[src/rtl/imem_loader_pkg.sv]
// Shared definitions for the instruction-memory loader: FSM encoding, frame
// constants and small helpers used by the loader and its idle timer.
package imem_loader_pkg;

    typedef enum logic [2:0] {
        ST_IDLE   = 3'd0,
        ST_CNT_LO = 3'd1,
        ST_CNT_HI = 3'd2,
        ST_DATA   = 3'd3,
        ST_CHK    = 3'd4,
        ST_DONE   = 3'd5,
        ST_ERR    = 3'd6
    } state_t;

    localparam logic [7:0] SYNC_BYTE_DEFAULT = 8'hA5;
    localparam int         BYTES_PER_WORD    = 4;
    localparam logic [1:0] LAST_LANE         = 2'd3;

    // Counter must hold limit-1; never narrower than one bit.
    function automatic int timer_width(input int limit);
        return (limit > 1) ? $clog2(limit) : 1;
    endfunction

    function automatic logic is_busy(input state_t s);
        return (s inside {ST_CNT_LO, ST_CNT_HI, ST_DATA, ST_CHK});
    endfunction

endpackage

[src/rtl/imem_loader_idle_timer.sv]
// Idle-gap timer: counts cycles while running without a clear and flags
// expiry once LIMIT-1 idle cycles have been counted.
module imem_loader_idle_timer
    import imem_loader_pkg::*;
#(
    parameter int LIMIT = 1_000_000
) (
    input  logic clk,
    input  logic rst,
    input  logic i_run,
    input  logic i_clear,
    output logic o_expire
);

    localparam int             W    = timer_width(LIMIT);
    localparam logic [W-1:0]   LAST = W'(LIMIT - 1);

    logic [W-1:0] r_count;

    // Saturates at LAST so a lingering run cycle after expiry cannot wrap.
    always_ff @(posedge clk or negedge rst) begin
        if (!rst) begin
            r_count <= '0;
        end else if (!i_run || i_clear) begin
            r_count <= '0;
        end else if (r_count != LAST) begin
            r_count <= r_count + 1'b1;
        end
    end

    assign o_expire = i_run && (r_count == LAST);

endmodule

[src/rtl/imem_loader.sv]
// Instruction-RAM write side: parses SYNC/count/data/checksum frames from the
// UART byte stream and emits one little-endian 32-bit word write per 4 bytes.
module imem_loader
    import imem_loader_pkg::*;
#(
    parameter int         ADDR_W      = 14,
    parameter int         TIMEOUT_CYC = 1_000_000,
    parameter logic [7:0] SYNC_BYTE   = SYNC_BYTE_DEFAULT
) (
    input  logic              clk,
    input  logic              rst,
    input  logic              i_load_en,
    input  logic              i_rx_valid,
    input  logic [7:0]        i_rx_data,
    output logic              o_wr_en,
    output logic [ADDR_W-1:0] o_wr_addr,
    output logic [31:0]       o_wr_data,
    output logic              o_busy,
    output logic              o_done,
    output logic              o_err,
    output logic [15:0]       o_words_loaded
);

    localparam logic [31:0] MAX_WORDS = 32'd1 << ADDR_W;

    state_t            r_state;
    logic              r_wr_en;
    logic [ADDR_W-1:0] r_wr_addr;
    logic [31:0]       r_wr_data;
    logic              r_busy;
    logic              r_done;
    logic              r_err;
    logic [15:0]       r_word_cnt;
    logic [15:0]       r_n;
    logic [7:0]        r_n_lo;
    logic [7:0]        r_chk;
    logic [1:0]        r_byte_idx;
    logic [31:0]       r_word;

    logic [15:0]       w_count;
    logic              w_count_bad;
    logic [31:0]       w_word_next;
    logic              w_expire;

    assign w_count     = {i_rx_data, r_n_lo};
    assign w_count_bad = (w_count == 16'd0) || (32'(w_count) > MAX_WORDS);

    // Incoming byte lands in lane r_byte_idx; other lanes keep earlier bytes.
    generate
        for (genvar gi = 0; gi < BYTES_PER_WORD; gi++) begin : g_lane
            assign w_word_next[gi*8 +: 8] = (r_byte_idx == 2'(gi)) ? i_rx_data
                                                                   : r_word[gi*8 +: 8];
        end
    endgenerate

    imem_loader_idle_timer #(
        .LIMIT    (TIMEOUT_CYC)
    ) u_idle_timer (
        .clk      (clk),
        .rst      (rst),
        .i_run    (r_busy),
        .i_clear  (i_rx_valid),
        .o_expire (w_expire)
    );

    always_ff @(posedge clk or negedge rst) begin
        if (!rst) begin
            r_state    <= ST_IDLE;
            r_wr_en    <= 1'b0;
            r_wr_addr  <= '0;
            r_wr_data  <= '0;
            r_busy     <= 1'b0;
            r_done     <= 1'b0;
            r_err      <= 1'b0;
            r_word_cnt <= '0;
            r_n        <= '0;
            r_n_lo     <= '0;
            r_chk      <= '0;
            r_byte_idx <= '0;
            r_word     <= '0;
        end else begin
            r_wr_en <= 1'b0;
            if (!i_load_en) begin
                // Abort: words already written stay in RAM, partial word is dropped.
                r_state    <= ST_IDLE;
                r_busy     <= 1'b0;
                r_done     <= 1'b0;
                r_err      <= 1'b0;
                r_byte_idx <= '0;
            end else if (is_busy(r_state) && !i_rx_valid) begin
                if (w_expire) begin
                    r_state <= ST_ERR;
                    r_busy  <= 1'b0;
                    r_err   <= 1'b1;
                end
            end else begin
                case (r_state)
                    ST_IDLE: begin
                        if (i_rx_valid && (i_rx_data == SYNC_BYTE)) begin
                            r_state    <= ST_CNT_LO;
                            r_busy     <= 1'b1;
                            r_word_cnt <= '0;
                            r_chk      <= '0;
                        end
                    end
                    ST_CNT_LO: begin
                        r_n_lo  <= i_rx_data;
                        r_state <= ST_CNT_HI;
                    end
                    ST_CNT_HI: begin
                        if (w_count_bad) begin
                            r_state <= ST_ERR;
                            r_busy  <= 1'b0;
                            r_err   <= 1'b1;
                        end else begin
                            r_n        <= w_count;
                            r_byte_idx <= '0;
                            r_word_cnt <= '0;
                            r_state    <= ST_DATA;
                        end
                    end
                    ST_DATA: begin
                        r_word     <= w_word_next;
                        r_chk      <= r_chk ^ i_rx_data;
                        r_byte_idx <= r_byte_idx + 2'd1;
                        if (r_byte_idx == LAST_LANE) begin
                            r_wr_en    <= 1'b1;
                            r_wr_addr  <= r_word_cnt[ADDR_W-1:0];
                            r_wr_data  <= w_word_next;
                            r_word_cnt <= r_word_cnt + 16'd1;
                            if (r_word_cnt == r_n - 16'd1) begin
                                r_state <= ST_CHK;
                            end
                        end
                    end
                    ST_CHK: begin
                        r_busy <= 1'b0;
                        if (i_rx_data == r_chk) begin
                            r_state <= ST_DONE;
                            r_done  <= 1'b1;
                        end else begin
                            r_state <= ST_ERR;
                            r_err   <= 1'b1;
                        end
                    end
                    default: begin
                        // DONE and ERR hold until load_en drops.
                    end
                endcase
            end
        end
    end

    assign o_wr_en        = r_wr_en;
    assign o_wr_addr      = r_wr_addr;
    assign o_wr_data      = r_wr_data;
    assign o_busy         = r_busy;
    assign o_done         = r_done;
    assign o_err          = r_err;
    assign o_words_loaded = r_word_cnt;

endmodule

[config.mk]
export PLATFORM = sky130hd
export DESIGN_NAME = imem_loader
export DESIGN_NICKNAME = d
export VERILOG_FILES = /design/src/rtl/imem_loader_pkg.sv /design/src/rtl/imem_loader_idle_timer.sv /design/src/rtl/imem_loader.sv
export SDC_FILE = /design/constraint.sdc
export NUM_CORES = 1
export LEC_CHECK = 0
export BUFFER_PORTS_ARGS = -buffer_cell sky130_fd_sc_hd__buf_2
export CAP_MARGIN = 20
export CORE_ASPECT_RATIO = 0.5
export CORE_MARGIN = 2
export CORE_UTILIZATION = 35
export DETAILED_ROUTE_END_ITERATION = 7
export GPL_TIMING_DRIVEN = 0
export PLACE_DENSITY = 0.51
export SYNTH_ARGS = -nofsm -noshare
export SYNTH_HDL_FRONTEND = slang
export SYNTH_SLANG_ARGS = --single-unit
[constraint.sdc]
create_clock -name clk -period 3.5 [get_ports clk]
set_clock_uncertainty 0.2 [all_clocks]
set_input_delay 0.525 -clock clk [delete_from_list [all_inputs] [get_ports clk]]
set_output_delay 0.525 -clock clk [all_outputs]
set_load 0.02 [all_outputs]
Word-level counts from Yosys, hierarchy flattened:

Cells that the tools add are included.
W data, S select, Z words.

* bits in registers: 155
* bits of input ports: 12
* output and inout bits: 66

* add/sub/neg operators: 4
* order comparisons: 1
* equal/unequal tests: 29
* muxes and demuxes: 45
* bitwise logic cells: 3
* reduce and logical (&&, ||, !) cells: 25

Operators with widths (number)
* $mux W16: 3
* $pmux W16 S3: 1
* $mux W20: 2
* $mux W8: 5
* $mux W3: 7
* $add A20 B1 Y20 const B: 1
* $eq A20 B20 Y1 const B: 1
* $ne A20 B20 Y1 const B: 1
* $reduce_and A4 Y1: 5
* $mux W1: 18
* $add A16 B1 Y16 const B: 1
* $eq A16 B16 Y1: 1
* $gt A16 B15 Y1 const B: 1
* $logic_not A16 Y1: 1
* $pmux W8 S2: 1
* $sub A16 B1 Y16 const B: 1
* $pmux W3 S5: 1
* $reduce_and A3 Y1: 4
* $eq A8 B8 Y1: 1
* $eq A8 B8 Y1 const B: 1
* $mux W2: 4
* $ne A4 B2 Y1 const B: 2
* $ne A4 B4 Y1 const B: 2
* $xor A8 B8 Y8: 1
* other kinds (29): 41

Longest topological paths before layout:

Gate-level depths: netlist (run 1).

* depth in word-level cells: 7
* gate-level depth with buffers: 10
* mapped depth without buffers: 9

By module:

From an unflattened synthesis (run 1), not the netlist that was laid out.

* cell total of the unflattened synthesis: 736
* area total of the unflattened synthesis: 7369.6 sq um

Modules (own cells, without submodules)
* imem_loader: instances 1, cells an instance 617, area each 6294.8 sq um, seq. area each 3178.0 sq um
* imem_loader_idle_timer: instances 1, cells an instance 119, area each 1074.8 sq um, seq. area each 500.5 sq um

Worst setup path after synthesis (run 1):

No wires, ideal clock.

* path kind: input to register
* from: input i_rx_data[0]
* to: register r_n[12]
* setup time: 0.125 ns
* data arrival time: 2.413 ns
* required time: 3.175 ns
* path slack: 0.762 ns
* stages on the path: 7
* buffers on the path: 1
* cell sequence: nor4_1 -> nand4_1 -> xor2_1 -> nand3_1 -> nor2_1 -> clkbuf_1 -> mux2_2

* longest elaborated chain between the ends: 4
* elaborated cells on any way between the ends: 5

RTL lines
* start: declaration: line imem_loader.sv:14 `input logic [7:0] i_rx_data,`
* $gt A16 B15 Y1 or $logic_not A16 Y1 (tied branches): line imem_loader.sv:46 `assign w_count_bad = (w_count == 16'd0) || (32'(w_count) > MAX_WORDS);`
* $logic_or A1 B1 Y1 (*): line imem_loader.sv:46
* $not A1 Y1 (no line) (*)
* $reduce_and A4 Y1 (no line) (*)
* end signal: assignment: line imem_loader.sv:116 `r_n <= w_count;`
* end: declaration: line imem_loader.sv:34 `logic [15:0] r_n;`

Mark *: on every way between the ends. The rest lies on a longest branch, timed or not.
A chain may end at the register's enable or synchronous reset.

Final worst setup path (run 1):

* from: register r_n_lo[0]
* to: register r_word_cnt[2], in the netlist o_words_loaded[2]

* longest elaborated chain between the ends: 4
* elaborated cells on any way between the ends: 5

RTL lines
* start: declaration: line imem_loader.sv:35 `logic [7:0] r_n_lo;`
* start signal: assignment: line imem_loader.sv:107 `r_n_lo <= i_rx_data;`
* $gt A16 B15 Y1 or $logic_not A16 Y1 (tied branches): line imem_loader.sv:46
* $logic_or A1 B1 Y1 (*): line imem_loader.sv:46
* $ne A2 B2 Y1 (no line) (*)
* $reduce_and A6 Y1 (no line) (*)
* end signal: assignment: line imem_loader.sv:130 `r_word_cnt <= r_word_cnt + 16'd1;`
* end: declaration: line imem_loader.sv:33 `logic [15:0] r_word_cnt;`

Marked as above.

==> results of run 1 <==
-- what timing repair did --
action / CTS / global route
hold buffers: 1 / 0
endpoints found under the setup margin: 0 / 3
endpoints found under the hold margin: 67 / 0
gates resized for setup: 0 / 1
-- metrics by stage --
stage	power, W	setup WS, ns	TNS, ns
after global placement	0.003280	-0.5614	-79.64
after CTS	0.005220	0.1857	0
after detailed placement	0.003312	-0.1028	-0.3034
after global routing	0.005482	0.1629	0
after floorplan	0.002974	0.7619	0
final	0.005170	0.3268	0
-- layer usage --
| layer | up-vias | routed length, um |
|---|---|---|
| met1 | 2794 | 9856 |
| met5 | - | 0 |
| met3 | 16 | 773 |
| met4 | 0 | 219 |
| met2 | 128 | 8376 |
| li1 | 2781 | - |
-- area by class of cell --
type / count / share of cell area (%)
tap: 273 / 3.940
clock buffer: 18 / 5.066
multi-input combinational: 543 / 39.20
inverter: 14 / 0.6061
timing repair buffer: 79 / 4.950
clock inverter: 14 / 1.891
sequential: 147 / 42.43
buffer: 41 / 1.919
-- synthesized netlist by cell type, drive strengths merged (3+ instances only) --
cell type / n / share of area (%)
nand3b: 3 / 0.31
nor2b: 4 / 0.34
nand3: 13 / 0.89
nor2: 79 / 4.1
ha: 7 / 1.2
o21a: 6 / 0.62
or3: 10 / 0.86
o31ai: 5 / 0.70
nand2b: 7 / 0.60
nand2: 110 / 5.7
nor3: 15 / 1.0
buf: 6 / 0.48
mux2i: 27 / 3.7
clkbuf: 35 / 1.8
and3: 14 / 1.2
nand4: 19 / 1.6
nor4: 7 / 0.60
xor2: 24 / 2.9
and2: 4 / 0.34
mux2: 41 / 6.3
nand4b: 3 / 0.36
xnor2: 23 / 2.8
a31oi: 4 / 0.43
o211ai: 4 / 0.60
or4: 5 / 0.51
inv: 14 / 0.72
o21ai: 50 / 3.4
dfrtp: 147 / 50
a21oi: 34 / 2.3
or2: 3 / 0.26
-- kinds of logic after synthesis --
family,synth area share (%)
buffers and inverters,3.002
adders and majority gates,1.201
AOI/OAI and AO/OA,9.556
muxes,10.04
DFF,50.44
and+or+nand+nor,19.81
xor gates and xnor gates,5.953
-- worst paths after layout --
check / from / to
max: r_n_lo[0] / o_words_loaded[2]
min: o_wr_addr[7] / o_wr_addr[7]
max reg2reg: r_n_lo[0] / o_words_loaded[2]
min reg2reg: o_wr_addr[7] / o_wr_addr[7]
max in group asynchronous: rst / o_wr_addr[12]
min in group asynchronous: rst / o_wr_en
-- power by group through the flow --
stage / sequential (W) / combinational, W / clock, W
after global routing: 0.00220 / 0.00126 / 0.00202
after CTS: 0.00216 / 0.00113 / 0.00193
final: 0.00217 / 0.00112 / 0.00188
after global placement: 0.00219 / 0.00109 / 0
after floorplan: 0.00213 / 0.000840 / 0
after detailed placement: 0.00219 / 0.00112 / 0
-- flip-flops by register name (all words and copies together) (netlist names) --
signal                cells
o_wr_data                32
r_word                   24
u_idle_timer.r_count     20
o_words_loaded           16
r_n                      16
o_wr_addr                14
r_chk                     8
r_n_lo                    8
r_state                   3
r_byte_idx                2
o_busy                    1
o_done                    1
o_err                     1
o_wr_en                   1
-- tightest hold or removal path, stage by stage (launching register included) --
cell and delay (ns):
sky130_fd_sc_hd__dfrtp_1 0.34, sky130_fd_sc_hd__nand2_1 0.05, sky130_fd_sc_hd__nand2_1 0.05
==> results.py, run 1 <==
metrics = {
    "outcome": {
        "run_status": "finished clean",
    },
    "logic_synthesis": {
        "ys_warn_count": 0,
        "count_of_unique_library_cells_instantiated_by_yosys": 55,
        "ys_ff_latch": 147,
        "avgSynthCellArea_sq_um": 9.790,
        "synth.net_count": 764,
        "synthCells": 745,
        "synth_enable_flop_cells": 0,
        "sequential_to_total_area_share_from_yosys_stat_pct": 50.44,
        "yosys_most_used_dff": "sky130_fd_sc_hd__dfrtp_1",
        "postSynth.asyncResetShare_pct": 100.0,
        "mappedNetlistArea_sq_mm": 0.007293,
    },
    "sta": {
        "fmaxAchievable_ghz": 0.3151,
        "setup_viol": 0,
        "grt_setup_unrepaired": "no",
        "post-route-period-util_pct": 90.66,
        "worst-slew-pin-transition_ns": 0.8344,
        "whs_ns": 0.2691,
        "slew_viol_final": 0,
        "max-slew-margin-rel_pct": 44.38,
        "final-hold-violation-count": 0,
        "layout_min_cycle_time_ns": 3.173,
    },
    "power_and_ir_drop": {
        "seq_power_share_pct": 41.9,
        "netSwitchingFraction_pct": 32.06,
        "lkg_pwr_nw": 4.098,
        "pwr-share-clk_pct": 36.3,
        "intPower_w": 0.003512,
        "power_density_mw_per_mm2": 596.3,
        "ir_worst_vdd_mv": 0.3384,
        "switching_component_of_the_power_w": 0.001658,
        "combinational_share_of_power_pct": 21.7,
    },
    "setup_path": {
        "max_stage_delay_ns": 0.62,
        "path_class": "flip-flop to flip-flop",
        "timing.critical_path.slowest_stage_cell": "sky130_fd_sc_hd__nor2_1",
        "cells_along_the_critical_path": "nor4_1, nand4_1, xnor2_1, o21ai_0, nand2_1, nor2_1, nor2_1",
        "critPathLaunchType": "flip-flop",
        "crit_arrival_ns": 3.25,
        "cpMostUsedCell": "sky130_fd_sc_hd__nor2_1",
        "path_delay_family": "simple AND/OR/NAND/NOR gates",
        "cp_num_buf_inv": 0,
        "crit_required_ns": 3.58,
        "r2r_setup_slack_ns": 0.33,
        "total_number_of_cells_along_the_worst_setup_path": 7,
        "ff_to_ff_path_depth": 7,
        "worstSetupEndpointType": "flip-flop",
        "timing.critical_path.fanout_max": 10,
    },
    "place": {
        "io_buffers": 76,
        "placed_wire_length_estimate_um": 13660,
        "dp.cells": 1096,
        "detailed_place.area_sq_mm": 0.008054,
        "finalWeightedCongestion": 0.8698,
    },
    "finish": {
        "final_cell_area_sq_mm": 0.008670,
        "post-route-util_pct": 42.27,
        "sequential_cell_area_sq_mm": 0.003679,
        "layout_overhead_on_the_synthesized_area_pct": 18.87,
        "final_cells": 1129,
        "n_fill_cell": 2015,
        "final_common_cell": "sky130_fd_sc_hd__dfrtp_1",
        "layout.nets": 862,
        "antenna-diode-count": 0,
        "multiInputGateArea_sq_mm": 0.003398,
        "drive_gt1_share_pct": 18.93,
        "mostFrequentLayoutCells": "sky130_fd_sc_hd__dfrtp_1 (147), sky130_fd_sc_hd__nand2_1 (110), sky130_fd_sc_hd__nor2_1 (78), sky130_fd_sc_hd__buf_2 (77), sky130_fd_sc_hd__o21ai_0 (47)",
    },
    "clocking": {
        "root_buffer": "sky130_fd_sc_hd__clkbuf_16",
        "tritoncts": "yes",
        "clk_pin_slew_worst_paths_ns": 0.07,
        "h-tree-depth": 4,
        "cts.path.max_buffers": 2,
        "worst_skew_pair.late_latency_ns": 0.43,
        "post-cts-setup-buffers": 0,
        "cts-buffers-inserted": 17,
        "clock-sinks": 147,
    },
    "detailed_routing": {
        "vias_per_cell": 5.066,
        "drt-pass1-iter-count": 5,
        "first_iteration_detailed_routing_drc_count": 390,
        "routed_wire_length_per_instance_um": 17.03,
        "detail-route-antenna-nets": 0,
        "finalWirelength_um": 19230,
        "routed-via-count": 5719,
        "detail_route.drc_violations": 0,
    },
    "grt": {
        "number_of_global_route_vias_before_repair": 5495,
        "gr-usage-all-layers_pct": 18.24,
        "grtUsageMet2_pct": 26.89,
        "grt_first_pass_wirelength_um": 31080,
        "busiest_layer": "met2",
        "met1_usage_pct": 26.70,
        "grt_antenna_before_repair": 0,
        "maximum_number_of_pins_on_one_net_before_global_route_repair": 85,
        "grt_remaining_overflow": 0,
        "grt.met3_usage_pct": 4.136,
    },
    "die": {
        "num_rows": 37,
        "chipWidth_um": 208.1,
        "top_level_ports": 78,
        "starting_density_of_the_core_pct": 35.56,
        "die-area_sq_mm": 0.02208,
        "fp.dieH_um": 106.1,
        "fp.coreArea_sq_mm": 0.02051,
    },
    "min_path": {
        "hp-class": "flip-flop to flip-flop",
        "min_path_cells": 2,
    },
    "flow_run": {
        "cap_viol_max_count": 0,
    },
}
(Power assumes the default switching activity.)
==> run 2: changes to the inputs <==
--- a/config.mk
+++ b/config.mk
@@ -5,14 +5,13 @@
 export SDC_FILE = /design/constraint.sdc
 export NUM_CORES = 1
 export LEC_CHECK = 0
-export BUFFER_PORTS_ARGS = -buffer_cell sky130_fd_sc_hd__buf_2
+export BUFFER_PORTS_ARGS = -buffer_cell sky130_fd_sc_hd__buf_4
 export CAP_MARGIN = 20
 export CORE_ASPECT_RATIO = 0.5
 export CORE_MARGIN = 2
-export CORE_UTILIZATION = 35
+export CORE_UTILIZATION = 40
 export DETAILED_ROUTE_END_ITERATION = 7
-export GPL_TIMING_DRIVEN = 0
-export PLACE_DENSITY = 0.51
+export PLACE_DENSITY = 0.57
 export SYNTH_ARGS = -nofsm -noshare
 export SYNTH_HDL_FRONTEND = slang
 export SYNTH_SLANG_ARGS = --single-unit
==> run 2 against run 1 <==
Compared with the run above:
- worst setup slack better by 0.24 ns
- sequential power about the same
- first-iteration DRC count down 32%
- design area up 0.29%
- wire length down 7.4%
- final cell count down 6.3%
- combinational power down 5%
- critical path depth unchanged
- utilization up 7.1 points
- critical endpoint is now u_idle_timer.r_count[17]
- via count down 1.4%
==> results.py, run 2 (same netlist as run 1, synthesis figures left out) <==
metrics = {
    "outcome": {
        "run_status": "finished clean",
    },
    "sta": {
        "layout_min_cycle_time_ns": 2.933,
        "setup_viol": 0,
        "fmaxAchievable_ghz": 0.3410,
        "grt_setup_unrepaired": "no",
        "max-slew-margin-rel_pct": 59.10,
        "slew_viol_final": 0,
        "worst-slew-pin-transition_ns": 0.6135,
        "post-route-period-util_pct": 83.79,
        "timing.setup.tns_ns": 0,
        "final-hold-violation-count": 0,
    },
    "detailed_routing": {
        "finalWirelength_um": 17810,
        "drt-pass1-iter-count": 5,
        "first_iteration_detailed_routing_drc_count": 266,
        "detail-route-antenna-nets": 0,
        "routed_wire_length_per_instance_um": 16.83,
        "routed-via-count": 5641,
        "detail_route.drc_violations": 0,
        "vias_per_cell": 5.332,
    },
    "power_and_ir_drop": {
        "ir_worst_vdd_mv": 0.3401,
        "lkg_pwr_nw": 4.064,
        "power_density_mw_per_mm2": 582.4,
        "seq_power_share_pct": 43.5,
        "combinational_share_of_power_pct": 20.9,
        "netSwitchingFraction_pct": 31.98,
        "switching_component_of_the_power_w": 0.001619,
        "intPower_w": 0.003445,
        "pwr-share-clk_pct": 35.6,
    },
    "clocking": {
        "clock-sinks": 147,
        "cts.path.max_buffers": 2,
        "worst_skew_pair.late_latency_ns": 0.42,
        "postCtsResizedCells": 0,
        "root_buffer": "sky130_fd_sc_hd__clkbuf_16",
        "cts.hold.buffers_added": 1,
        "clk_pin_slew_worst_paths_ns": 0.06,
        "tritoncts": "yes",
        "post-cts-setup-buffers": 0,
        "h-tree-depth": 4,
        "cts-buffers-inserted": 17,
    },
    "finish": {
        "layout.nets": 830,
        "final_common_cell": "sky130_fd_sc_hd__dfrtp_1",
        "antenna-diode-count": 0,
        "layout_overhead_on_the_synthesized_area_pct": 19.21,
        "largest_reg_flops": 32,
        "mostFrequentLayoutCells": "sky130_fd_sc_hd__dfrtp_1 (147), sky130_fd_sc_hd__nand2_1 (110), sky130_fd_sc_hd__buf_4 (84), sky130_fd_sc_hd__nor2_1 (79), sky130_fd_sc_hd__o21ai_0 (47)",
        "final_cells": 1058,
        "post-route-util_pct": 49.37,
        "n_fill_cell": 1664,
        "drive_gt1_share_pct": 20.27,
    },
    "grt": {
        "number_of_global_route_vias_before_repair": 5470,
        "gr-usage-all-layers_pct": 19.42,
        "grt_remaining_overflow": 0,
        "maximum_number_of_pins_on_one_net_before_global_route_repair": 63,
        "grt_first_pass_wirelength_um": 29340,
        "grt_antenna_before_repair": 0,
    },
    "setup_path": {
        "timing.critical_path.slowest_stage_cell": "sky130_fd_sc_hd__or4_1",
        "crit_required_ns": 3.60,
        "crit_arrival_ns": 3.03,
        "critPathLaunchType": "flip-flop",
        "max_stage_delay_ns": 0.54,
        "r2r_setup_slack_ns": 0.57,
        "cells_along_the_critical_path": "or4b_1, or4_1, or3_1, o211ai_4, nor3_1, xnor2_1, nor2_1",
        "worstSetupEndpointType": "flip-flop",
        "path_class": "flip-flop to flip-flop",
        "timing.critical_path.fanout_max": 9,
    },
    "die": {
        "top_level_ports": 78,
        "chipWidth_um": 195.0,
        "fp.dieH_um": 99.48,
        "fp.coreArea_sq_mm": 0.01761,
        "starting_density_of_the_core_pct": 41.41,
        "die-area_sq_mm": 0.01939,
        "num_rows": 34,
    },
    "place": {
        "dp.cells": 1025,
        "io_buffers": 77,
        "placed_wire_length_estimate_um": 12200,
        "finalWeightedCongestion": 0.8374,
    },
    "min_path": {
        "hp-class": "primary input to flip-flop",
    },
    "flow_run": {
        "cap_viol_max_count": 0,
    },
}
==> run 2: power groups by stage <==
stage | Sequential, W | Clock (W) | Combinational (W)
after floorplan | 0.00213 | 0 | 0.000840
after global placement | 0.00222 | 0 | 0.00104
after detailed placement | 0.00223 | 0 | 0.00106
after CTS | 0.00220 | 0.00185 | 0.00107
after global routing | 0.00225 | 0.00193 | 0.00120
final | 0.00220 | 0.00180 | 0.00106
==> run 2: path summary, 6_finish.rpt <==
path | start | endpoint | cells past startpoint
max | u_idle_timer.r_count[15] | u_idle_timer.r_count[17] | 7
min | i_load_en | o_done | 2
max reg2reg | u_idle_timer.r_count[15] | u_idle_timer.r_count[17] | 7
min reg2reg | o_wr_addr[13] | o_wr_addr[13] | 2
max in group asynchronous | rst | o_wr_data[21] | 3
min in group asynchronous | rst | u_idle_timer.r_count[12] | 2
==> run 2: final cells by class <==
cell class,count,area [sq um],share of cell area [%]
sequential,147,3679,42.31
multi-input combinational,543,3396,39.06
timing repair buffer,88,691.9,7.958
clock buffer,18,439.2,5.051
tap,234,292.8,3.367
clock inverter,14,143.9,1.655
inverter,14,52.55,0.6044
==> run 2: critical path, delay by kind of cell, from the launching register on <==
family           cells  cell delay, ns
flip-flops           1            0.40
XOR/XNOR             1            0.14
AND/OR/NAND/NOR      5            1.74
AO/OA/AOI/OAI        1            0.34
==> run 2: metal layers <==
layer	vias to the layer above	global-route usage, %	routed length (um)
met4	0	5.520	244
met2	120	29.84	7781
met3	25	4.035	693
met5	-	0	0
li1	2710	-	-
met1	2786	27.93	9087
==> run 2: stage by stage <==
stage,cell area [sq um],hold WS [ns],power [W],setup slack (ns)
6_report,8695,0.2155,0.005064,0.5674
2_1_floorplan,7293,0.02941,0.002974,0.7619
3_5_place_dp,8102,0.2647,0.003289,0.4939
3_3_place_gp,8102,0.2636,0.003264,0.5925
4_1_cts,8695,0.1945,0.005111,0.5499
5_1_grt,8695,0.2057,0.005374,0.3714
